### src/rtl/dkong3_pkg.sv
// rtl/dkong3_pkg.sv - shared types and constants for the dkong3 object DMA slice
package dkong3_pkg;

  localparam int OBJ_RAM_AW          = 10;
  localparam int OBJ_DMA_LEN_DEFAULT = 384;

  typedef enum logic [2:0] {
    IDLE,
    REQ,
    READ,
    WAIT,
    WRITE,
    REL
  } obj_dma_state_t;

endpackage

### src/rtl/dkong3_obj_dma_if.sv
// rtl/dkong3_obj_dma_if.sv - CPU bus arbitration, source read and object RAM write bundle
interface dkong3_obj_dma_if #(
  parameter int SRC_AW = 16
);
  import dkong3_pkg::*;

  logic                  I_BUSAKn;
  logic                  O_BUSRQn;
  logic [SRC_AW-1:0]     O_SRC_A;
  logic                  O_SRC_RD;
  logic [7:0]            I_SRC_D;
  logic [OBJ_RAM_AW-1:0] O_OBJ_DMA_A;
  logic [7:0]            O_OBJ_DMA_D;
  logic                  O_OBJ_DMA_CE;

  modport master (
    input  I_BUSAKn, I_SRC_D,
    output O_BUSRQn, O_SRC_A, O_SRC_RD, O_OBJ_DMA_A, O_OBJ_DMA_D, O_OBJ_DMA_CE
  );

  modport slave (
    output I_BUSAKn, I_SRC_D,
    input  O_BUSRQn, O_SRC_A, O_SRC_RD, O_OBJ_DMA_A, O_OBJ_DMA_D, O_OBJ_DMA_CE
  );

endinterface

### src/rtl/dkong3_obj_dma.sv
// rtl/dkong3_obj_dma.sv - sprite-list DMA: copies LEN bytes of CPU work RAM into object RAM
module dkong3_obj_dma
  import dkong3_pkg::*;
#(
  parameter int LEN    = OBJ_DMA_LEN_DEFAULT,
  parameter int SRC_AW = 16
) (
  input  logic                    I_CLK_24M,
  input  logic                    I_RESET,
  input  logic                    I_CE,
  input  logic                    I_START,
  input  logic [7:0]              I_SRC_PAGE,
  input  logic                    I_DST_BANK,
  dkong3_obj_dma_if.master        bus,
  output logic                    O_BUSY,
  output logic                    O_DONE
);

  localparam int                IDX_W = 11;
  localparam logic [IDX_W-1:0] LEN_L = IDX_W'(LEN);

  obj_dma_state_t   state_q, state_d;
  logic [IDX_W-1:0] index_q, index_d;
  logic [7:0]       page_q, page_d;
  logic             bank_q, bank_d;
  logic [7:0]       data_q, data_d;
  logic             done_q, done_d;
  logic             src_rd, obj_ce;
  logic             bus_granted;

  assign bus_granted = ~bus.I_BUSAKn;

  always_comb begin
    state_d = state_q;
    index_d = index_q;
    page_d  = page_q;
    bank_d  = bank_q;
    data_d  = data_q;
    done_d  = 1'b0;
    src_rd  = 1'b0;
    obj_ce  = 1'b0;
    case (state_q)
      IDLE: begin
        if (I_START) begin
          page_d  = I_SRC_PAGE;
          bank_d  = I_DST_BANK;
          index_d = '0;
          state_d = REQ;
        end
      end
      REQ: begin
        if (I_CE && bus_granted) state_d = READ;
      end
      READ: begin
        // A withdrawn grant stalls here, so no read is issued without the bus.
        if (I_CE && bus_granted) begin
          src_rd  = 1'b1;
          state_d = WAIT;
        end
      end
      WAIT: begin
        if (I_CE) begin
          data_d  = bus.I_SRC_D;
          state_d = WRITE;
        end
      end
      WRITE: begin
        if (I_CE) begin
          obj_ce  = 1'b1;
          index_d = index_q + 1'b1;
          state_d = (index_q + 1'b1 == LEN_L) ? REL : READ;
        end
      end
      REL: begin
        if (I_CE) begin
          done_d  = 1'b1;
          state_d = IDLE;
        end
      end
      default: state_d = IDLE;
    endcase
  end

  always_ff @(posedge I_CLK_24M) begin
    if (I_RESET) begin
      state_q <= IDLE;
      index_q <= '0;
      page_q  <= '0;
      bank_q  <= 1'b0;
      data_q  <= '0;
      done_q  <= 1'b0;
    end else begin
      state_q <= state_d;
      index_q <= index_d;
      page_q  <= page_d;
      bank_q  <= bank_d;
      data_q  <= data_d;
      done_q  <= done_d;
    end
  end

  // Addresses follow the index continuously; the strobes mark the cycle that counts.
  assign bus.O_SRC_A      = SRC_AW'({page_q, 8'h00}) + SRC_AW'(index_q);
  assign bus.O_OBJ_DMA_A  = {bank_q, 9'd0} + index_q[OBJ_RAM_AW-1:0];
  assign bus.O_OBJ_DMA_D  = data_q;
  assign bus.O_SRC_RD     = src_rd & ~I_RESET;
  assign bus.O_OBJ_DMA_CE = obj_ce & ~I_RESET;
  assign bus.O_BUSRQn     = (state_q == IDLE);
  assign O_BUSY           = (state_q != IDLE);
  assign O_DONE           = done_q;

endmodule

### src/flat_wrapper.sv
// flat-port wrapper written by rule: the top's interface ports become plain ports
module dkong3_obj_dma_flat import dkong3_pkg::*;
#(
  parameter int LEN    = OBJ_DMA_LEN_DEFAULT,
  parameter int SRC_AW = 16
)
  (I_CLK_24M, I_RESET, I_CE, I_START, I_SRC_PAGE, I_DST_BANK, O_BUSY, O_DONE, bus_I_BUSAKn, bus_I_SRC_D, bus_O_BUSRQn, bus_O_SRC_A, bus_O_SRC_RD, bus_O_OBJ_DMA_A, bus_O_OBJ_DMA_D, bus_O_OBJ_DMA_CE);
  dkong3_obj_dma_if #(.SRC_AW(SRC_AW)) bus_i ();
  input  logic I_CLK_24M;
  input  logic I_RESET;
  input  logic I_CE;
  input  logic I_START;
  input  logic [7:0] I_SRC_PAGE;
  input  logic I_DST_BANK;
  output logic O_BUSY;
  output logic O_DONE;
  input wire logic [$bits(bus_i.I_BUSAKn)-1:0] bus_I_BUSAKn;
  input wire logic [$bits(bus_i.I_SRC_D)-1:0] bus_I_SRC_D;
  output wire logic [$bits(bus_i.O_BUSRQn)-1:0] bus_O_BUSRQn;
  output wire logic [$bits(bus_i.O_SRC_A)-1:0] bus_O_SRC_A;
  output wire logic [$bits(bus_i.O_SRC_RD)-1:0] bus_O_SRC_RD;
  output wire logic [$bits(bus_i.O_OBJ_DMA_A)-1:0] bus_O_OBJ_DMA_A;
  output wire logic [$bits(bus_i.O_OBJ_DMA_D)-1:0] bus_O_OBJ_DMA_D;
  output wire logic [$bits(bus_i.O_OBJ_DMA_CE)-1:0] bus_O_OBJ_DMA_CE;
  assign bus_i.I_BUSAKn = bus_I_BUSAKn;
  assign bus_i.I_SRC_D = bus_I_SRC_D;
  assign bus_O_BUSRQn = bus_i.O_BUSRQn;
  assign bus_O_SRC_A = bus_i.O_SRC_A;
  assign bus_O_SRC_RD = bus_i.O_SRC_RD;
  assign bus_O_OBJ_DMA_A = bus_i.O_OBJ_DMA_A;
  assign bus_O_OBJ_DMA_D = bus_i.O_OBJ_DMA_D;
  assign bus_O_OBJ_DMA_CE = bus_i.O_OBJ_DMA_CE;
  dkong3_obj_dma #(.LEN(LEN), .SRC_AW(SRC_AW)) u_core (.I_CLK_24M(I_CLK_24M), .I_RESET(I_RESET), .I_CE(I_CE), .I_START(I_START), .I_SRC_PAGE(I_SRC_PAGE), .I_DST_BANK(I_DST_BANK), .bus(bus_i), .O_BUSY(O_BUSY), .O_DONE(O_DONE));
endmodule
### config.mk
export PLATFORM = sky130hd
export DESIGN_NAME = dkong3_obj_dma_flat
export DESIGN_NICKNAME = d
export VERILOG_FILES = /design/src/rtl/dkong3_pkg.sv /design/src/rtl/dkong3_obj_dma_if.sv /design/src/rtl/dkong3_obj_dma.sv /design/src/flat_wrapper.sv
export SDC_FILE = /design/constraint.sdc
export NUM_CORES = 1
export LEC_CHECK = 0
export ABC_CLOCK_PERIOD_IN_PS = 2300
export BUFFER_PORTS_ARGS = -buffer_cell sky130_fd_sc_hd__buf_2
export CAP_MARGIN = 40
export CORE_ASPECT_RATIO = 0.7
export CORE_UTILIZATION = 52
export DETAILED_ROUTE_END_ITERATION = 10
export PLACE_DENSITY = 0.8
export SLEW_MARGIN = 10
export SYNTH_ARGS = -nofsm -noshare
export SYNTH_HDL_FRONTEND = slang
export SYNTH_SLANG_ARGS = --single-unit
### constraint.sdc
create_clock -name I_CLK_24M -period 2.3 [get_ports I_CLK_24M]
set_input_delay 0.115 -clock I_CLK_24M [delete_from_list [all_inputs] [get_ports I_CLK_24M]]
set_output_delay 0.115 -clock I_CLK_24M [all_outputs]
set_load 0.01 [all_outputs]
Word level (Yosys, flattened, before mapping) --
Index checks and enable logic that the tools add are counted.
Word-level totals: register bits after elaboration 32, input bits 22, output and inout port bits 39, logic and storage cells 50
Cells by class: add/subtract/negate cells 3, equality and inequality tests 12, multiplexer cells 15, bitwise gates (word level) 5, reduce and logical (&&, ||, !) cells 9
Operator list (count):
- 11-bit two-way mux | 2
- 11-bit one-hot mux with 2 select lines | 1
- 3-bit two-way mux | 7
- 3-bit one-hot mux with 6 select lines | 1
- 16-bit by 11-bit adder with 16-bit output | 1
- 11-bit by 1-bit adder with 11-bit output, second input constant | 1
- 11-bit by 9-bit equality test with 1-bit output, second input constant | 1
- 10-bit adder | 1
- 2-bit != test, second input constant | 4
- 3-bit by 2-bit equality test with 1-bit output, second input constant | 2
- 3-bit equality test, second input constant | 2
- 6-bit AND reduction | 1
- 1-bit two-way mux | 4
- 2-bit by 1-bit != test with 1-bit output, second input constant | 2
- 2-bit AND reduction | 2
- 3-bit by 1-bit equality test with 1-bit output, second input constant | 1
- 3-bit zero test | 1
- 1-bit NOT | 3
- 3-bit AND reduction | 1
- 3-bit nonzero test | 1
- 1-bit AND | 2
- 2-bit nonzero test | 1
- 2-bit OR reduction | 1
- 1-bit logical AND | 1

Depth between registers and ports, before layout --
word-level depth 5, gate-level depth with buffers 7, mapped depth without buffers 6

Least setup slack after synthesis --
No wires, ideal clock.
kind register -> register, start point register u_core.index_q[0], end point register u_core.index_q[10], setup time 74 ps, arrival time 1624 ps, required time 2226 ps, slack 602 ps, stages on the path, launching flop included 6, path buffers 0, period minus slack after synthesis 1698 ps, cell sequence dfxtp_1 ha_1 and4_4 nand4_2 or4_1 a31oi_1
Between the ends: longest elaborated chain between the ends 3
RTL lines:
- from (decl) | RTL line dkong3_obj_dma.sv:23 | logic [IDX_W-1:0] index_q, index_d;
- from (signal assigned) | RTL line dkong3_obj_dma.sv:94 | index_q <= index_d;
- 11-bit by 1-bit adder with 11-bit output | RTL line dkong3_obj_dma.sv:70 | index_d = index_q + 1'b1;
- 11-bit two-way mux | RTL line dkong3_obj_dma.sv:68 | if (I_CE) begin
- 11-bit one-hot mux with 2 select lines | RTL line dkong3_obj_dma.sv:42 | case (state_q)
Every way passes these cells. The select of a mux whose other input is x is not followed. A chain may end at the register's enable or synchronous reset.

Final worst setup path --
start point register u_core.index_q[9], end point output port bus_O_SRC_A[14]
Between the ends: longest elaborated chain between the ends 1
RTL lines:
- 16-bit by 11-bit adder with 16-bit output | RTL line dkong3_obj_dma.sv:103 | assign bus.O_SRC_A = SRC_AW'({page_q, 8'h00}) + SRC_AW'(index_q);
- to (decl) | RTL line flat_wrapper.sv:20 | output wire logic [$bits(bus_i.O_SRC_A)-1:0] bus_O_SRC_A;
Every way passes these cells.

==> results.toml <==
[placement]
place_inst = 330
portBuffers = 60
globalplace.congestion = 0.844
placed_area_um2 = 2150
hpwlAfterDp_mm = 2.99

[logic_synthesis]
syn_area_per_cell_um2 = 8.07
async_flop_share_pct = 0
ys_ff_latch = 32
synth.distinct_cells = 58
synthesis.nets = 280
seq_area_frac_synth_pct = 31.4
yosysWarnings = 0
syn-cell-area_um2 = 2040
synth_edf_count = 0
synth_ff_type = "dfxtp_1"
netlist_instances = 253

[die]
dieArea_um2 = 4180
start_util_pct = 56.3
die_h_um = 54.4
num_rows = 18
core_area_um2 = 3630
die_w_um = 76.9
ioPinCount = 61

[sta]
period_share_pct = 87.6
period_needed_ns = 2.02
rsz0062_at_grt = "no"
tns_ns = 0
hold_violations = 0
worst_slew_pin_slew_ns = 0.646
finalMaxSlewViolations = 0
fmax_mhz = 496
relSlewSlack_pct = 56.8
clock_skew_ns = 0.00347
setup_violations = 0

[flow_run]
drv_cap = 0

[routing]
vias = 1847
routedWlPerCell_um = 12.5
drtPass1Iterations = 4
drc = 0
totalWireLength_mm = 4.21
routed_via_density = 5.46
ant_nets = 0
drtIter0Drc = 129

[clocking]
clock-sinks = 32
cts-resized-gates = 0
cts_tree = "yes"
post_cts_buffers = 0
cts_buffers = 5
ctsRootBufferMaster = "clkbuf_8"
ctsHoldBuffers = 0
path_clk_slew_ns = 0.07
insertion_delay_ns = 0.28
clk_path_buf_depth = 2
cts_max_level = 2

[worst_setup_path]
worstSetupPathType = "reg -> out"
critical_path_required_ns = 2.18
cp-end-kind = "output pin"
start_kind = "flop"
cp_max_fo = 8
worstPathArrival_ns = 1.90

[grt]
track_usage_pct = 21.3
grt_pass1_wl_mm = 6.91
grt.overflow.total = 0
grt_max_degree = 36
grt_pass1_vias = 1542
antenna_found_initial = 0

[status]
status = "finished clean"

[power]
powerDensity_nw_per_um2 = 587
ir_drop_v = 0.000353
clkPwrFrac_pct = 43.8
switching_share_pct = 23.4
power_leakage_nw = 0.996
power_frac_seq_pct = 44.7
internal-power_mw = 1.02
switchingPower_mw = 0.313
power_frac_comb_pct = 11.4

[final_layout]
syn_to_final_growth_pct = 11.5
drive_gt1_share_pct = 29.5
final_area_um2 = 2270
final_nets = 314
fin_cells = 338
antenna_cells = 0

[hold_path]
hold_path.class = "in -> reg"
-- layout by cell type, fill, tap and decap left out, types with 2 or more instances in the layout --
cell      count
buf_2        60
clkbuf_8      7
ha_1          4
o21ai_0       7
nand2_1      46
nand3b_1      6
a21oi_1      35
a21oi_2       2
xor2_1        3
dfxtp_1      32
nand4_1       4
or4_1         3
o211ai_1      3
buf_4         3
inv_1         8
nor2_1       11
a41oi_1       2
a31oi_1       4
nor3_1        2
xnor2_1       4
nand3_1       3
nand2b_1      4
nor4_1        3
-- power groups by stage --
stage / combinational (mW) / clock, mW / sequential [mW]
floorplan: 0.114 / 0 / 0.600
global placement: 0.150 / 0 / 0.609
detailed placement: 0.152 / 0 / 0.610
CTS: 0.154 / 0.597 / 0.597
global route: 0.171 / 0.620 / 0.601
finish: 0.153 / 0.586 / 0.597
-- metrics by stage --
step	hold slack [ns]	utilization [%]	total power, mW	setup slack (ns)
2_1_floorplan	0.248	-	0.714	0.602
3_3_place_gp	0.357	59.2	0.758	0.492
3_5_place_dp	0.365	59.2	0.762	0.417
4_1_cts	0.0666	62.7	1.35	0.273
5_1_grt	0.0694	62.7	1.39	0.142
6_report	0.0716	62.7	1.34	0.284
-- sequential cells by signal (all words and copies together) (netlist names) --
name and cells:
u_core.page_q 8, u_core.O_DONE 1, u_core.index_q 11, u_core.bank_q 1
u_core.state_q 3, u_core.bus.O_OBJ_DMA_D 8
-- metal layers --
metal	vias up	track usage [%]	part of all wire, %
li1	938	-	-
met1	843	29.2	51
met2	64	33.3	43
met3	2	6.00	5.5
met4	0	5.45	0.45
met5	-	0	0
-- final timing paths --
kind,slack [ns],start,endpoint,depth (start not counted)
max,0.28,u_core.index_q[9]$_SDFFE_PP0P_,bus_O_SRC_A[14],6
min,0.07,bus_I_SRC_D[1],u_core.bus.O_OBJ_DMA_D[1]$_SDFFE_PP0P_,3
max reg2reg,0.40,u_core.state_q[2]$_SDFFE_PP0P_,u_core.index_q[4]$_SDFFE_PP0P_,3
min reg2reg,0.45,u_core.bus.O_OBJ_DMA_D[4]$_SDFFE_PP0P_,u_core.bus.O_OBJ_DMA_D[4]$_SDFFE_PP0P_,2
-- final cells by class --
| class | count | area, um2 |
|---|---|---|
| Clock inverter | 1 | 30.0 |
| Tap cell | 50 | 62.6 |
| Timing Repair Buffer | 63 | 323 |
| Clock buffer | 7 | 96.3 |
| Fill cell | 314 | 1350 |
| Sequential cell | 32 | 641 |
| Multi-Input combinational cell | 177 | 1090 |
| Inverter | 8 | 30.0 |
-- logic make-up after synthesis --
group | after synthesis | share of synthesized area, %
xor gates and xnor gates | 7 | 3.00
and+or+nand+nor | 101 | 28.1
adders and majority gates | 5 | 3.43
AOI/OAI and AO/OA | 64 | 19.0
DFF | 32 | 31.4
buffers and inverters | 44 | 15.1
-- worst max-delay path, stage by stage (launching register included) --
cell,delay (ns)
dfxtp_1,0.48
inv_1,0.10
fa_1,0.44
nor2b_1,0.15
o2111ai_1,0.13
xnor2_1,0.16
buf_2,0.15
-- synthesized netlist by cell type, drive strengths merged, types with 2 or more instances --
master | number | area, um2
a21oi | 37 | 193
or3 | 2 | 13.8
nor3 | 2 | 10.0
nor2 | 11 | 41.3
and4 | 2 | 20.0
nand2b | 4 | 25.0
a31oi | 4 | 25.0
inv | 8 | 30.0
o211ai | 3 | 22.5
nand3 | 3 | 15.0
or4b | 2 | 20.0
nand3b | 6 | 45.0
xnor2 | 4 | 35.0
a41oi | 2 | 17.5
buf | 25 | 190
clkbuf | 10 | 68.8
nand2 | 46 | 173
and3 | 2 | 13.8
nand4 | 5 | 37.5
nor4 | 3 | 18.8
xor2 | 3 | 26.3
ha | 4 | 50.1
or4 | 3 | 22.5
dfxtp | 32 | 641
o21ai | 8 | 40.0
No activity file was read; power rests on OpenSTA's default activity.
